`src/rtl/game2048_pkg.sv`:
```
// Shared definitions for the 2048 game control slice.
// Holds the direction encoding used on the command bus to the game core,
// the move scheduler FSM state type, and a small helper that picks one
// direction out of a set of simultaneous button presses.
package game2048_pkg;

   // Direction codes carried on cmd_dir; zero means no command.
   localparam logic [2:0] DIR_NONE  = 3'd0;
   localparam logic [2:0] DIR_UP    = 3'd1;
   localparam logic [2:0] DIR_DOWN  = 3'd2;
   localparam logic [2:0] DIR_LEFT  = 3'd3;
   localparam logic [2:0] DIR_RIGHT = 3'd4;

   // Scheduler states: IDLE waits for work, ISSUE offers the queue head to
   // the core, WAIT waits for the core to finish, HALT is the end of game.
   typedef enum logic [1:0] {
      ST_IDLE  = 2'd0,
      ST_ISSUE = 2'd1,
      ST_WAIT  = 2'd2,
      ST_HALT  = 2'd3
   } sched_state_t;

   // Presses are packed {up, down, left, right}; the highest bit wins so
   // up beats down beats left beats right when several arrive together.
   function automatic logic [2:0] pickDir(input logic [3:0] presses);
      logic [2:0] dir;
      dir = DIR_NONE;
      if (presses[3])      dir = DIR_UP;
      else if (presses[2]) dir = DIR_DOWN;
      else if (presses[1]) dir = DIR_LEFT;
      else if (presses[0]) dir = DIR_RIGHT;
      return dir;
   endfunction

endpackage

```
`src/rtl/move_fifo.sv`:
```
// Small circular queue of pending move directions.
// Ports:
//   i_clk     - clock, rising edge
//   i_rst_n   - synchronous active-low reset, empties the queue
//   i_push    - write i_data at the tail (taken when not full, or when a pop
//               happens in the same cycle)
//   i_pop     - discard the head entry (ignored when empty)
//   i_flush   - empty the queue; overrides push and pop
//   i_data    - 3-bit direction to enqueue
//   o_data    - 3-bit direction at the head
//   o_full    - queue holds DEPTH entries
//   o_empty   - queue holds no entries
//   o_level   - current occupancy, 0..DEPTH
module move_fifo
   import game2048_pkg::*;
#(
   parameter int DEPTH = 4
) (
   input  logic       i_clk,
   input  logic       i_rst_n,
   input  logic       i_push,
   input  logic       i_pop,
   input  logic       i_flush,
   input  logic [2:0] i_data,
   output logic [2:0] o_data,
   output logic       o_full,
   output logic       o_empty,
   output logic [3:0] o_level
);

   localparam int AW = (DEPTH > 1) ? $clog2(DEPTH) : 1;

   logic [2:0]    r_mem [DEPTH];
   logic [AW-1:0] r_rdPtr;
   logic [AW-1:0] r_wrPtr;
   logic [3:0]    r_level;
   logic          w_doPop;
   logic          w_doPush;

   // A full queue can still take a push when the head leaves in the same
   // cycle, because the freed slot is the one the write pointer targets.
   assign w_doPop  = i_pop && !o_empty;
   assign w_doPush = i_push && (!o_full || w_doPop);

   assign o_data  = r_mem[r_rdPtr];
   assign o_full  = (r_level == 4'(DEPTH));
   assign o_empty = (r_level == 4'd0);
   assign o_level = r_level;

   // Pointer and occupancy bookkeeping. DEPTH is a power of two, so the
   // pointers wrap naturally by overflowing their width.
   always_ff @(posedge i_clk) begin
      if (!i_rst_n || i_flush) begin
         r_rdPtr <= '0;
         r_wrPtr <= '0;
         r_level <= 4'd0;
      end else begin
         if (w_doPush) r_wrPtr <= r_wrPtr + AW'(1);
         if (w_doPop)  r_rdPtr <= r_rdPtr + AW'(1);
         case ({w_doPush, w_doPop})
            2'b10:   r_level <= r_level + 4'd1;
            2'b01:   r_level <= r_level - 4'd1;
            default: r_level <= r_level;
         endcase
      end
   end

   // Entry storage needs no reset: an entry is only read after it is written.
   always_ff @(posedge i_clk) begin
      if (w_doPush && !i_flush) r_mem[r_wrPtr] <= i_data;
   end

endmodule

```
`src/rtl/move_scheduler.sv`:
```
// Turns button presses into move commands for the 2048 game core.
// Rising button edges are queued (one direction per cycle), then issued to
// the core one at a time with a valid/ready handshake and a completion pulse.
// Ports:
//   clk, rst            - clock and synchronous active-low reset
//   btn_up/down/left/right - synchronized button levels
//   core_ready          - core accepts a command this cycle
//   core_done           - one-cycle pulse when the core finishes a move
//   core_end            - core reached end of game, valid with core_done
//   cmd_valid, cmd_dir  - command request and direction (0 when idle)
//   move_cnt            - completed moves, saturating
//   q_level             - queue occupancy
//   overflow            - sticky: a press was dropped on a full queue
//   timeout_err         - sticky: the core did not finish in time
//   game_over           - scheduler halted at end of game
//   busy                - scheduler is not idle
module move_scheduler
   import game2048_pkg::*;
#(
   parameter int DEPTH   = 4,
   parameter int TIMEOUT = 15
) (
   input  logic        clk,
   input  logic        rst,
   input  logic        btn_up,
   input  logic        btn_down,
   input  logic        btn_left,
   input  logic        btn_right,
   input  logic        core_ready,
   input  logic        core_done,
   input  logic        core_end,
   output logic        cmd_valid,
   output logic [2:0]  cmd_dir,
   output logic [15:0] move_cnt,
   output logic [3:0]  q_level,
   output logic        overflow,
   output logic        timeout_err,
   output logic        game_over,
   output logic        busy
);

   localparam int CW = $clog2(TIMEOUT + 1);

   sched_state_t r_state;
   sched_state_t w_nextState;
   logic [3:0]   r_btnPrev;
   logic [3:0]   w_btnNow;
   logic [3:0]   w_rise;
   logic [2:0]   w_pressDir;
   logic         w_pressAny;
   logic [CW-1:0] r_waitCnt;
   logic [15:0]  r_moveCnt;
   logic         r_overflow;
   logic         r_timeoutErr;
   logic [2:0]   w_head;
   logic         w_full;
   logic         w_empty;
   logic         w_pop;
   logic         w_push;
   logic         w_flush;
   logic         w_doneInWait;
   logic         w_timeout;

   // Edge detection against the previous levels; {up, down, left, right}.
   assign w_btnNow   = {btn_up, btn_down, btn_left, btn_right};
   assign w_rise     = w_btnNow & ~r_btnPrev;
   assign w_pressAny = |w_rise;
   assign w_pressDir = pickDir(w_rise);

   // Completion only counts while waiting; a stray pulse elsewhere is ignored.
   assign w_doneInWait = (r_state == ST_WAIT) && core_done;
   assign w_timeout    = (r_state == ST_WAIT) && !core_done &&
                         (r_waitCnt == CW'(TIMEOUT - 1));

   // The queue is emptied on the cycle the game ends and every cycle after,
   // so nothing left over can ever be issued again before reset.
   assign w_flush = (r_state == ST_HALT) || (w_doneInWait && core_end);
   assign w_pop   = (r_state == ST_ISSUE) && core_ready;
   assign w_push  = w_pressAny && !w_flush;

   move_fifo #(.DEPTH(DEPTH)) u_fifo (
      .i_clk   (clk),
      .i_rst_n (rst),
      .i_push  (w_push),
      .i_pop   (w_pop),
      .i_flush (w_flush),
      .i_data  (w_pressDir),
      .o_data  (w_head),
      .o_full  (w_full),
      .o_empty (w_empty),
      .o_level (q_level)
   );

   // Next-state and command outputs. The command is driven only from the
   // state and the registered queue head, so it stays stable while the core
   // keeps core_ready low.
   always_comb begin
      w_nextState = r_state;
      cmd_valid   = 1'b0;
      cmd_dir     = DIR_NONE;
      case (r_state)
         ST_IDLE: begin
            if (!w_empty) w_nextState = ST_ISSUE;
         end
         ST_ISSUE: begin
            cmd_valid = 1'b1;
            cmd_dir   = w_head;
            if (core_ready) w_nextState = ST_WAIT;
         end
         ST_WAIT: begin
            if (core_done)      w_nextState = core_end ? ST_HALT : ST_IDLE;
            else if (w_timeout) w_nextState = ST_IDLE;
         end
         ST_HALT: begin
            w_nextState = ST_HALT;
         end
         default: begin
            w_nextState = ST_IDLE;
         end
      endcase
   end

   // State register, wait counter, move counter and sticky error flags.
   // Previous button levels reset high so a button already held when reset
   // is released does not look like a fresh press.
   always_ff @(posedge clk) begin
      if (!rst) begin
         r_state      <= ST_IDLE;
         r_btnPrev    <= 4'b1111;
         r_waitCnt    <= '0;
         r_moveCnt    <= 16'd0;
         r_overflow   <= 1'b0;
         r_timeoutErr <= 1'b0;
      end else begin
         r_state   <= w_nextState;
         r_btnPrev <= w_btnNow;
         if ((r_state == ST_WAIT) && (w_nextState == ST_WAIT))
            r_waitCnt <= r_waitCnt + CW'(1);
         else
            r_waitCnt <= '0;
         if (w_doneInWait && (r_moveCnt != 16'hFFFF))
            r_moveCnt <= r_moveCnt + 16'd1;
         if (w_push && w_full && !w_pop)
            r_overflow <= 1'b1;
         if (w_timeout)
            r_timeoutErr <= 1'b1;
      end
   end

   assign move_cnt    = r_moveCnt;
   assign overflow    = r_overflow;
   assign timeout_err = r_timeoutErr;
   assign game_over   = (r_state == ST_HALT);
   assign busy        = (r_state != ST_IDLE);

endmodule

```
`config.mk`:
```
export PLATFORM = sky130hd
export DESIGN_NAME = move_scheduler
export DESIGN_NICKNAME = d
export VERILOG_FILES = /design/src/rtl/game2048_pkg.sv /design/src/rtl/move_fifo.sv /design/src/rtl/move_scheduler.sv
export SDC_FILE = /design/constraint.sdc
export NUM_CORES = 1
export LEC_CHECK = 0
export BUFFER_PORTS_ARGS = -buffer_cell sky130_fd_sc_hd__buf_2
export CELL_PAD_IN_SITES_DETAIL_PLACEMENT = 0
export CELL_PAD_IN_SITES_GLOBAL_PLACEMENT = 1
export CORE_UTILIZATION = 39
export CTS_CLUSTER_DIAMETER = 40
export DETAILED_ROUTE_END_ITERATION = 8
export PLACE_DENSITY_LB_ADDON = 0.3
export SYNTH_ARGS = -nofsm -noshare
export SYNTH_HDL_FRONTEND = slang
export SYNTH_SLANG_ARGS = --single-unit
```
`constraint.sdc`:
```
create_clock -name clk -period 2.6 [get_ports clk]
set_input_delay 0.13 -clock clk [delete_from_list [all_inputs] [get_ports clk]]
set_output_delay 0.13 -clock clk [all_outputs]
set_load 0.05 [all_outputs]
```
# --- Word-level counts from Yosys, hierarchy flattened ---
# Memories as Yosys holds them, arrays and structs flattened. A register that Yosys moved wholly into a read port is not among the register bits.
# Cells that the tools add are included.
word_totals:
  reg_bits: 36
  ram_bits: 12
  wordCells: 72
  n_memories: 1
op_classes:
  add_sub_neg: 6
  eq_ne: 9
  muxes: 17
  bitwise_logic: 2
  reduce_logical: 28
mem_list:
  columns: ["memory", "words", "width", "rd", "rd_ports_with_merged_regs", "wr", "line_no", "text"]
  rows:
  - ["u_fifo.r_mem", 4, 3, 1, 1, 1, "move_fifo.sv:33", "logic [2:0] r_mem [DEPTH];"]
ops:
  columns: ["cell", "n"]
  rows:
  - ["$add A16 B1 Y16 const B", 1]
  - ["$ne A16 B16 Y1 const B", 1]
  - ["$mux W3", 5]
  - ["$mux W2", 7]
  - ["$logic_and A1 B1 Y1", 13]
  - ["$add A4 B1 Y4 const B", 2]
  - ["$eq A2 B2 Y1 const B", 4]
  - ["$pmux W2 S4", 1]
  - ["$pmux W4 S2", 1]
  - ["$logic_not A1 Y1", 6]
  - ["$add A2 B1 Y2 const B", 2]
  - ["$and A4 B4 Y4", 1]
  - ["$eq A2 B1 Y1 const B", 2]
  - ["$eq A4 B3 Y1 const B", 1]
  - ["$eq A4 B4 Y1 const B", 1]
  - ["$logic_not A4 Y1", 1]
  - ["$not A4 Y4", 1]
  - ["$reduce_bool A2 Y1", 2]
  - ["$reduce_or A4 Y1", 1]
  - ["$sub A4 B1 Y4 const B", 1]
  - ["$logic_or A1 B1 Y1", 3]
  - ["$mux W1", 3]
  - ["$logic_not A2 Y1", 1]
  - ["$reduce_and A2 Y1", 1]

# --- Longest topological paths before layout ---
# Gate-level depths: netlist of the first run.
depth:
  ltp_word: 10
  mapped_depth: 12
  mapped_depth_nobuf: 10

# --- By module ---
# A second synthesis of the first run with hierarchy kept.
hier_totals:
  hier_cells: 254
  hier_area_um2: 2513.7
by_module_without_submodules:
  columns: ["module", "instances", "cells_each", "area_per_inst_um2", "seq_area_each_um2"]
  rows:
  - ["move_scheduler", 1, 166, 1427.6, 560.5]
  - ["move_fifo", 1, 88, 1086.0, 560.5]

# --- Worst setup path before layout of the first run ---
# No wires, ideal clock.
synth_path:
  path_type: "reg2reg"
  start: "register u_fifo.r_level[0], in the netlist u_fifo.o_level[0]"
  end: "register u_fifo.r_level[3], in the netlist u_fifo.o_level[3]"
  setup_time_ns: 0.123
  arrival_time_ns: 2.788
  required_ns: 2.477
  path_slack_ns: -0.311
  path_stages_with_launch: 12
  path_buffers: 1
  cell_sequence: "dfxtp_1 or4_4 and2_4 buf_6 nand2_1 inv_1 ha_1 a21o_1 a21oi_1 or4b_4 a21oi_1 nor3b_2"
synth_via:
  elab_chain_len: 7
  word_cells_on_any_way: 13
  cone_classes: "add/sub (2); eq/ne (3); mux (1); reduce/logical (7)"
synth_lines:
  columns: ["item", "line_no", "text"]
  rows:
  - ["from (decl)", "move_fifo.sv:36", "logic [3:0] r_level;"]
  - ["from (signal assigned)", "move_fifo.sv:61", "2'b10: r_level <= r_level + 4'd1;"]
  - ["from (signal assigned)", "move_fifo.sv:62", "2'b01: r_level <= r_level - 4'd1;"]
  - ["from (signal assigned)", "move_fifo.sv:63", "default: r_level <= r_level;"]
  - ["$logic_not A4 Y1", "move_fifo.sv:47", "assign o_empty = (r_level == 4'd0);"]
  - ["$logic_not A1 Y1", null, null]
  - ["$logic_and A1 B1 Y1", "move_fifo.sv:42", "assign w_doPop = i_pop && !o_empty;"]
  - ["$logic_or A1 B1 Y1", "move_fifo.sv:43", "assign w_doPush = i_push && (!o_full || w_doPop);"]
  - ["$logic_and A1 B1 Y1", "move_fifo.sv:43", null]
  - ["$eq A2 B1 Y1 or $eq A2 B2 Y1 (tied branches)", "move_fifo.sv:60", "case ({w_doPush, w_doPop})"]
  - ["$pmux W4 S2 or $reduce_bool A2 Y1 (tied branches)", null, null]
# Several ways; a longest one is shown, not always the timed one.
# A chain may end at the register's enable or synchronous reset.

# --- Final worst setup path of the first run ---
# Ends and elaborated chain as after synthesis.

==> metrics.md, run 1 <==
| Metric | Value |
|---|---|
| Residual DRC | `0` |
| Gr ovfl total | `0` |
| Number of global-route vias before repair | `1,511` |
| CTS root buf | `clkbuf_8` |
| Worst R2R Start | `u_fifo.o_level[0]$_SDFFE_PP0P_` |
| Yosys top cell by area | `dfxtp_1` |
| Post-route ant nets | `0` |
| Initial antenna violation count | `0` |
| Critical path endpoint category | `flip-flop` |
| Max Freq | `400.3 MHz` |
| Hold path start | `btn_down` |
| Maximum vdd ir drop | `0.3317 mV` |
| Reg2reg end | `u_fifo.o_level[3]$_SDFFE_PP0P_` |
| Max-cap violations | `0` |
| Post-synthesis cell type count | `45` |
| Startpoint Class | `flip-flop` |
| Crit path max fanout | `7` |
| Critical-path cell list | `or4_4 > and2_4 > nand2_4 > inv_1 > ha_1 > a21o_1 > a21oi_1 > or4b_4 > a21oi_2 > nor3b_2` |
| Die width | `80.12 um` |
| Diode count | `0` |
| Setup-violating endpoint count in the final report | `0` |
| Hold Crit Endpoint | `r_btnPrev[2]$_SDFF_PN1_` |
| DRT iter0 DRCs | `91` |
| Hold buffer count at CTS | `0` |
| Final nets | `289` |
| Final WL | `4621 um` |
| Total clock sinks | `50` |
| Power density over cell area | `631.0 nW/um2` |
| Synthesized cell area | `2380 um2` |
| Vias | `1,693` |
| Share of layout cells above drive strength 1 | `0.2362` |
| WHS Path Cells | `2` |
| WL per Instance | `13.36 um` |
| Port Buf Inserts | `36` |
| RD Place Congestion | `0.7307` |
| Post-synthesis sequential area ratio | `0.4711` |
| Crit-path leading delay family | `simple AND/OR/NAND/NOR gates` |
| Ports | `37` |
| FF-to-FF path depth | `10` |
| Avg Cell Area, Syn | `10.21 um2` |
| Core box area | `5886 um2` |
| Flop2flop setup slack | `0.10 ns` |
| Max-slew violations | `0` |
| CP bufs+invs | `1` |
| CP peak stage delay | `0.55 ns` |
| Worst skew pair latency | `0.31 ns` |
| Final Hold Violating Endpoints | `0` |
| Num CTS Buffers | `5` |
| Flops & latches, synth | `50` |
| Final period util | `0.9608` |
| Post-CTS sizing | `0` |
| Max-slew headroom | `0.6187` |
| Crit Path Class | `flip-flop to flip-flop` |
| Commonest non-fill, non-tap cell in the layout | `buf_2` |
| Die height | `80.12 um` |
| # Post-CTS Setup Buffers | `0` |
| Vias per cell | `4.893` |
| Main area contributors after synthesis | `dfxtp_1 32%, edfxtp_1 15%, xnor2_1 5.2%, and2_1 5.0%, ha_1 4.7%` |
| RSZ-0062 raised after global routing | `false` |
| Tot GR Track Use | `0.1564` |
| Die Area | `6418 um2` |
| Post-layout min period | `2.498 ns` |
| Num rows | `28` |
| Worst Skew | `0.01376 ns` |
| Syn Inst Count | `233` |
| Syn Nets | `252` |
| Post-synth top area share | `0.3197` |
| H-tree depth | `2` |
| YS warnings | `0` |
| Synth-to-layout area growth | `15.25%` |
| Initial Utilization | `0.4043` |
| Req. time, crit path | `2.79 ns` |
| CTS Buffer Depth | `2` |
| Clk pin slew, worst setup/hold paths | `0.09 ns` |
| Commonest non-fill, non-tap cells in the layout | `36 x buf_2, 34 x dfxtp_1, 19 x and2_1, 14 x xnor2_1, 14 x nand3_1` |
| Global-route wire length before repair | `7527 um` |
| Hpwl dp | `3480 um` |
| Leakage | `1.138 nW` |
| Levels on crit path | `10` |
| Post-layout util | `0.4660` |
| 1st-pass router iterations | `4` |
| Outcome | `finished, final reports clean` |
| Worst path slowest cell | `or4_4` |
| Worst EP arrival | `2.69 ns` |
| Worst slew pin tran | `0.5675 ns` |
| Min-Delay Path Class | `input pin to flip-flop` |
| Largest net degree at the start of global routing | `28` |
| CTS tree | `built` |
| Setup TNS | `0 ns` |
==> per-layer routing <==
metal / vias up / GRT usage / wire length, um
li1: 887 / - / -
met1: 768 / 0.2181 / 2354
met2: 31 / 0.2325 / 2048
met3: 7 / 0.03182 / 142
met4: 0 / 0.06964 / 76
met5: - / 0 / 0
==> Yosys cell counts <==
master     instances
and4b_1            1
a31oi_1            1
nand2_1           14
nand2b_1           9
nor4b_1            1
buf_6              1
a22oi_1            1
and2_1            19
nand4_1            6
ha_1               9
o221a_2            1
or4_4              1
o21ai_0            1
nor3_1             3
or4b_4             1
or2_2              2
mux4_2             3
o21ba_2            2
nor3b_2            1
o21ai_1            2
and3b_1            1
mux2i_1            2
nand4b_1           3
and3_1             6
o31a_1             2
clkbuf_1           7
xor2_1             4
o21a_1             3
nor2_1            13
fa_1               1
or3_1              1
nor4_1             2
nand3b_1           2
dfxtp_1           38
nand3_1           14
inv_1              9
a21o_1             4
o211ai_1           2
nor2b_1            4
edfxtp_1          12
xnor2_1           14
and2_4             1
and4_1             2
o2111ai_1          1
a21oi_1            6
==> how the worst max path moves through the flow <==
stage                                      to                           start
2_1_floorplan  u_fifo.o_level[3]$_SDFFE_PP0P_  u_fifo.o_level[0]$_SDFFE_PP0P_
3_3_place_gp   u_fifo.o_level[3]$_SDFFE_PP0P_  u_fifo.o_level[0]$_SDFFE_PP0P_
3_5_place_dp   u_fifo.o_level[3]$_SDFFE_PP0P_  u_fifo.o_level[0]$_SDFFE_PP0P_
4_1_cts        u_fifo.o_level[3]$_SDFFE_PP0P_  u_fifo.o_level[0]$_SDFFE_PP0P_
5_1_grt        u_fifo.o_level[3]$_SDFFE_PP0P_  u_fifo.o_level[0]$_SDFFE_PP0P_
6_report       u_fifo.o_level[3]$_SDFFE_PP0P_  u_fifo.o_level[0]$_SDFFE_PP0P_
==> where the power goes <==
part | internal, mW | switching, mW
clock | 0.190 | 0.271
sequential | 0.845 | 0.0505
combinational | 0.131 | 0.244
==> state kept, by name, summed over array words and instances, names as in the netlist, named ones only <==
signal          count
u_fifo.r_wrPtr      2
overflow            1
u_fifo.r_mem       12
r_waitCnt           4
u_fifo.o_level      4
r_btnPrev           4
u_fifo.r_rdPtr      2
move_cnt           16
timeout_err         1
r_state             2
==> cell type report <==
cell class	count	area [um2]
Clock buffer	5	68.82
Clock inverter	3	21.27
Fill cell	593	3143
Inverter	9	33.78
Multi-Input combinational cell	166	1199
Sequential cell	50	1131
Tap cell	75	93.84
Timing Repair Buffer	38	195.2
==> stage by stage <==
step,hold WS (ns),instance area [um2],power [mW],worst slack (ns),instances
6_report,0.02548,2743,1.731,0.1019,346
5_1_grt,0.02443,2743,1.817,0.003666,346
4_1_cts,0.01637,2743,1.749,0.09678,346
3_5_place_dp,0.3334,2653,1.291,0.1108,338
3_3_place_gp,0.3253,2653,1.284,0.1474,338
2_1_floorplan,0.2315,2401,1.203,0.0004459,233
==> cell families (layout without fill, tap and decap cells) <==
logic type,after synthesis,count (layout),share of synthesized area
simple gates,107,107,0.2629
flops,50,50,0.4711
compound gates,26,26,0.07729
xor+xnor,18,18,0.06625
buf+inv,17,55,0.02997
fa+ha+maj,10,10,0.05573
mux,5,5,0.03680
Power figures use the tool's default switching activity.
==> run 2: changes to the inputs <==
--- a/config.mk
+++ b/config.mk
@@ -8,7 +8,8 @@
 export BUFFER_PORTS_ARGS = -buffer_cell sky130_fd_sc_hd__buf_2
 export CELL_PAD_IN_SITES_DETAIL_PLACEMENT = 0
 export CELL_PAD_IN_SITES_GLOBAL_PLACEMENT = 1
-export CORE_UTILIZATION = 39
+export CORE_MARGIN = 1.5
+export CORE_UTILIZATION = 30
 export CTS_CLUSTER_DIAMETER = 40
 export DETAILED_ROUTE_END_ITERATION = 8
 export PLACE_DENSITY_LB_ADDON = 0.3
==> run 2 against run 1 <==
Net effect: via count increased by 2.8%; routed wire length increased by 2.6%; cell count increased by 8.1%; clock skew decreased by 0.0066 ns; sequential power decreased by 0.9%; combinational power increased by 2%; setup slack improved by 0.018 ns; sequential share of layout area decreased by 0.54 points; maximum frequency increased by 0.74%; flip-flop and latch count unchanged; first-iteration DRC count decreased by 27%; critical path type unchanged.
==> metrics.md, run 2 (synthesis results as in run 1) <==
| Metric | Value |
|---|---|
| Outcome | `finished, final reports clean` |
| CP bufs+invs | `1` |
| Flop2flop setup slack | `0.12 ns` |
| Final Hold Violating Endpoints | `0` |
| End of the critical path | `u_fifo.o_level[3]$_SDFFE_PP0P_` |
| Max-cap violations | `0` |
| Number of global-route vias before repair | `1,596` |
| RD Place Congestion | `0.7284` |
| Reg2reg end | `u_fifo.o_level[3]$_SDFFE_PP0P_` |
| Setup TNS | `0 ns` |
| Hold_ws | `0.01820 ns` |
| Hold buffer count at CTS | `0` |
| Levels on crit path | `10` |
| Commonest non-fill, non-tap cells in the layout | `36 x buf_2, 34 x dfxtp_1, 19 x and2_1, 14 x xnor2_1, 14 x nand3_1` |
| Post-layout util | `0.3615` |
| Max-slew headroom | `0.5361` |
| Maximum vdd ir drop | `0.2031 mV` |
| Leakage | `1.143 nW` |
| Worst slew pin tran | `0.6896 ns` |
| Vias | `1,741` |
| Die width | `92.07 um` |
| Worst skew pair latency | `0.30 ns` |
| Commonest non-fill, non-tap cell in the layout | `buf_2` |
| Critical-path cell list | `or4_4 > and2_4 > nand2_4 > inv_1 > ha_1 > a21o_1 > a21oi_1 > or4b_4 > a21oi_2 > nor3b_2` |
| # Post-CTS Setup Buffers | `0` |
| Diode count | `0` |
| Total clock sinks | `50` |
| Min-Delay Path Class | `input pin to flip-flop` |
| Max Freq | `403.3 MHz` |
| Residual DRC | `0` |
| Num rows | `32` |
| Worst EP arrival | `2.66 ns` |
| CTS root buf | `clkbuf_8` |
| Largest register FFs | `16` |
| Gr ovfl total | `0` |
| WL per Instance | `12.68 um` |
| Worst Skew | `0.007137 ns` |
| Power density over cell area | `617.1 nW/um2` |
| Crit Path Class | `flip-flop to flip-flop` |
| Die Area | `8476 um2` |
| Clk pin slew, worst setup/hold paths | `0.09 ns` |
| Critical path endpoint category | `flip-flop` |
| Area after DPL | `2686 um2` |
| Filler Cell Count | `805` |
| Final WL | `4743 um` |
| Core box area | `7687 um2` |
| Port Buf Inserts | `36` |
| Hpwl dp | `3518 um` |
| FF-to-FF path depth | `10` |
| Synth-to-layout area growth | `16.77%` |
| CTS Buffer Depth | `2` |
| H-tree depth | `2` |
| CP peak stage delay | `0.55 ns` |
| Num CTS Buffers | `5` |
| Post-route ant nets | `0` |
| DRT iter0 DRCs | `66` |
| Max-slew violations | `0` |
| CTS tree | `built` |
| 1st-pass router iterations | `4` |
| Crit-path leading delay family | `simple AND/OR/NAND/NOR gates` |
| Post-route cell area | `2779 um2` |
| Initial Utilization | `0.3096` |
| RSZ-0062 raised after global routing | `false` |
| Post-layout min period | `2.480 ns` |
| Worst path slowest cell | `or4_4` |
| Post-CTS sizing | `0` |
| Share of layout cells above drive strength 1 | `0.2316` |
| Ports | `37` |
| Initial antenna violation count | `0` |
| Largest net degree at the start of global routing | `29` |
| Worst R2R Start | `u_fifo.o_level[0]$_SDFFE_PP0P_` |
| Setup-violating endpoint count in the final report | `0` |
| Die height | `92.07 um` |
| Req. time, crit path | `2.78 ns` |
| Final nets | `290` |
| Vias per cell | `4.655` |
| Crit path max fanout | `7` |
| Final period util | `0.9538` |
| Crit. Startpoint | `u_fifo.o_level[0]$_SDFFE_PP0P_` |
| Startpoint Class | `flip-flop` |
| Tot GR Track Use | `0.1199` |
| Global-route wire length before repair | `7900 um` |
run 2: worst reg2reg max path: cells and delay by family, from the launching register on:
| kind | cells | cell delay [ns] |
|---|---|---|
| adders and majority gates | 1 | 0.26 |
| buffers and inverters | 1 | 0.05 |
| and+or+nand+nor | 5 | 1.34 |
| DFF | 1 | 0.37 |
| AOI/OAI and AO/OA | 3 | 0.33 |
run 2: stage by stage:
stage	cells	power [mW]	setup WS, ns
after floorplan	233	1.203	0.0004459
after global placement	365	1.291	0.1485
after detailed placement	365	1.294	0.1080
after CTS	373	1.743	0.1000
after global routing	374	1.817	0.002145
final	374	1.715	0.1202
run 2: cell type report:
class | count | area, um2 | share of cell area
clock buffers | 5 | 68.82 | 0.02476
clock inverters | 3 | 16.27 | 0.005853
inverters | 9 | 33.78 | 0.01216
multi-input cells | 166 | 1199 | 0.4313
flip-flops and latches | 50 | 1131 | 0.4070
well taps | 102 | 127.6 | 0.04593
repair buffers | 39 | 202.7 | 0.07294
run 2: routing by layer:
| metal | GRT usage | wire, um | vias to the layer above |
|---|---|---|---|
| li1 | - | - | 893 |
| met1 | 0.1541 | 2236 | 812 |
| met2 | 0.1944 | 2272 | 29 |
| met3 | 0.02985 | 162 | 7 |
| met4 | 0.04231 | 72 | 0 |
| met5 | 0 | 0 | - |
run 2: where the power goes:
group / switching (mW) / internal (mW) / leakage [nW]
logic: 0.250 / 0.134 / 0.677
clock network: 0.257 / 0.185 / 0.0432
registers: 0.0435 / 0.845 / 0.423
run 2: worst min path at each step:
stage | cells after the start | start | end
finish | 2 | btn_down | r_btnPrev[2]$_SDFF_PN1_
global placement | 2 | btn_right | r_btnPrev[0]$_SDFF_PN1_
global route | 2 | btn_down | r_btnPrev[2]$_SDFF_PN1_
detailed placement | 2 | btn_down | r_btnPrev[2]$_SDFF_PN1_
floorplan | 1 | btn_right | r_btnPrev[0]$_SDFF_PN1_
CTS | 2 | btn_down | r_btnPrev[2]$_SDFF_PN1_
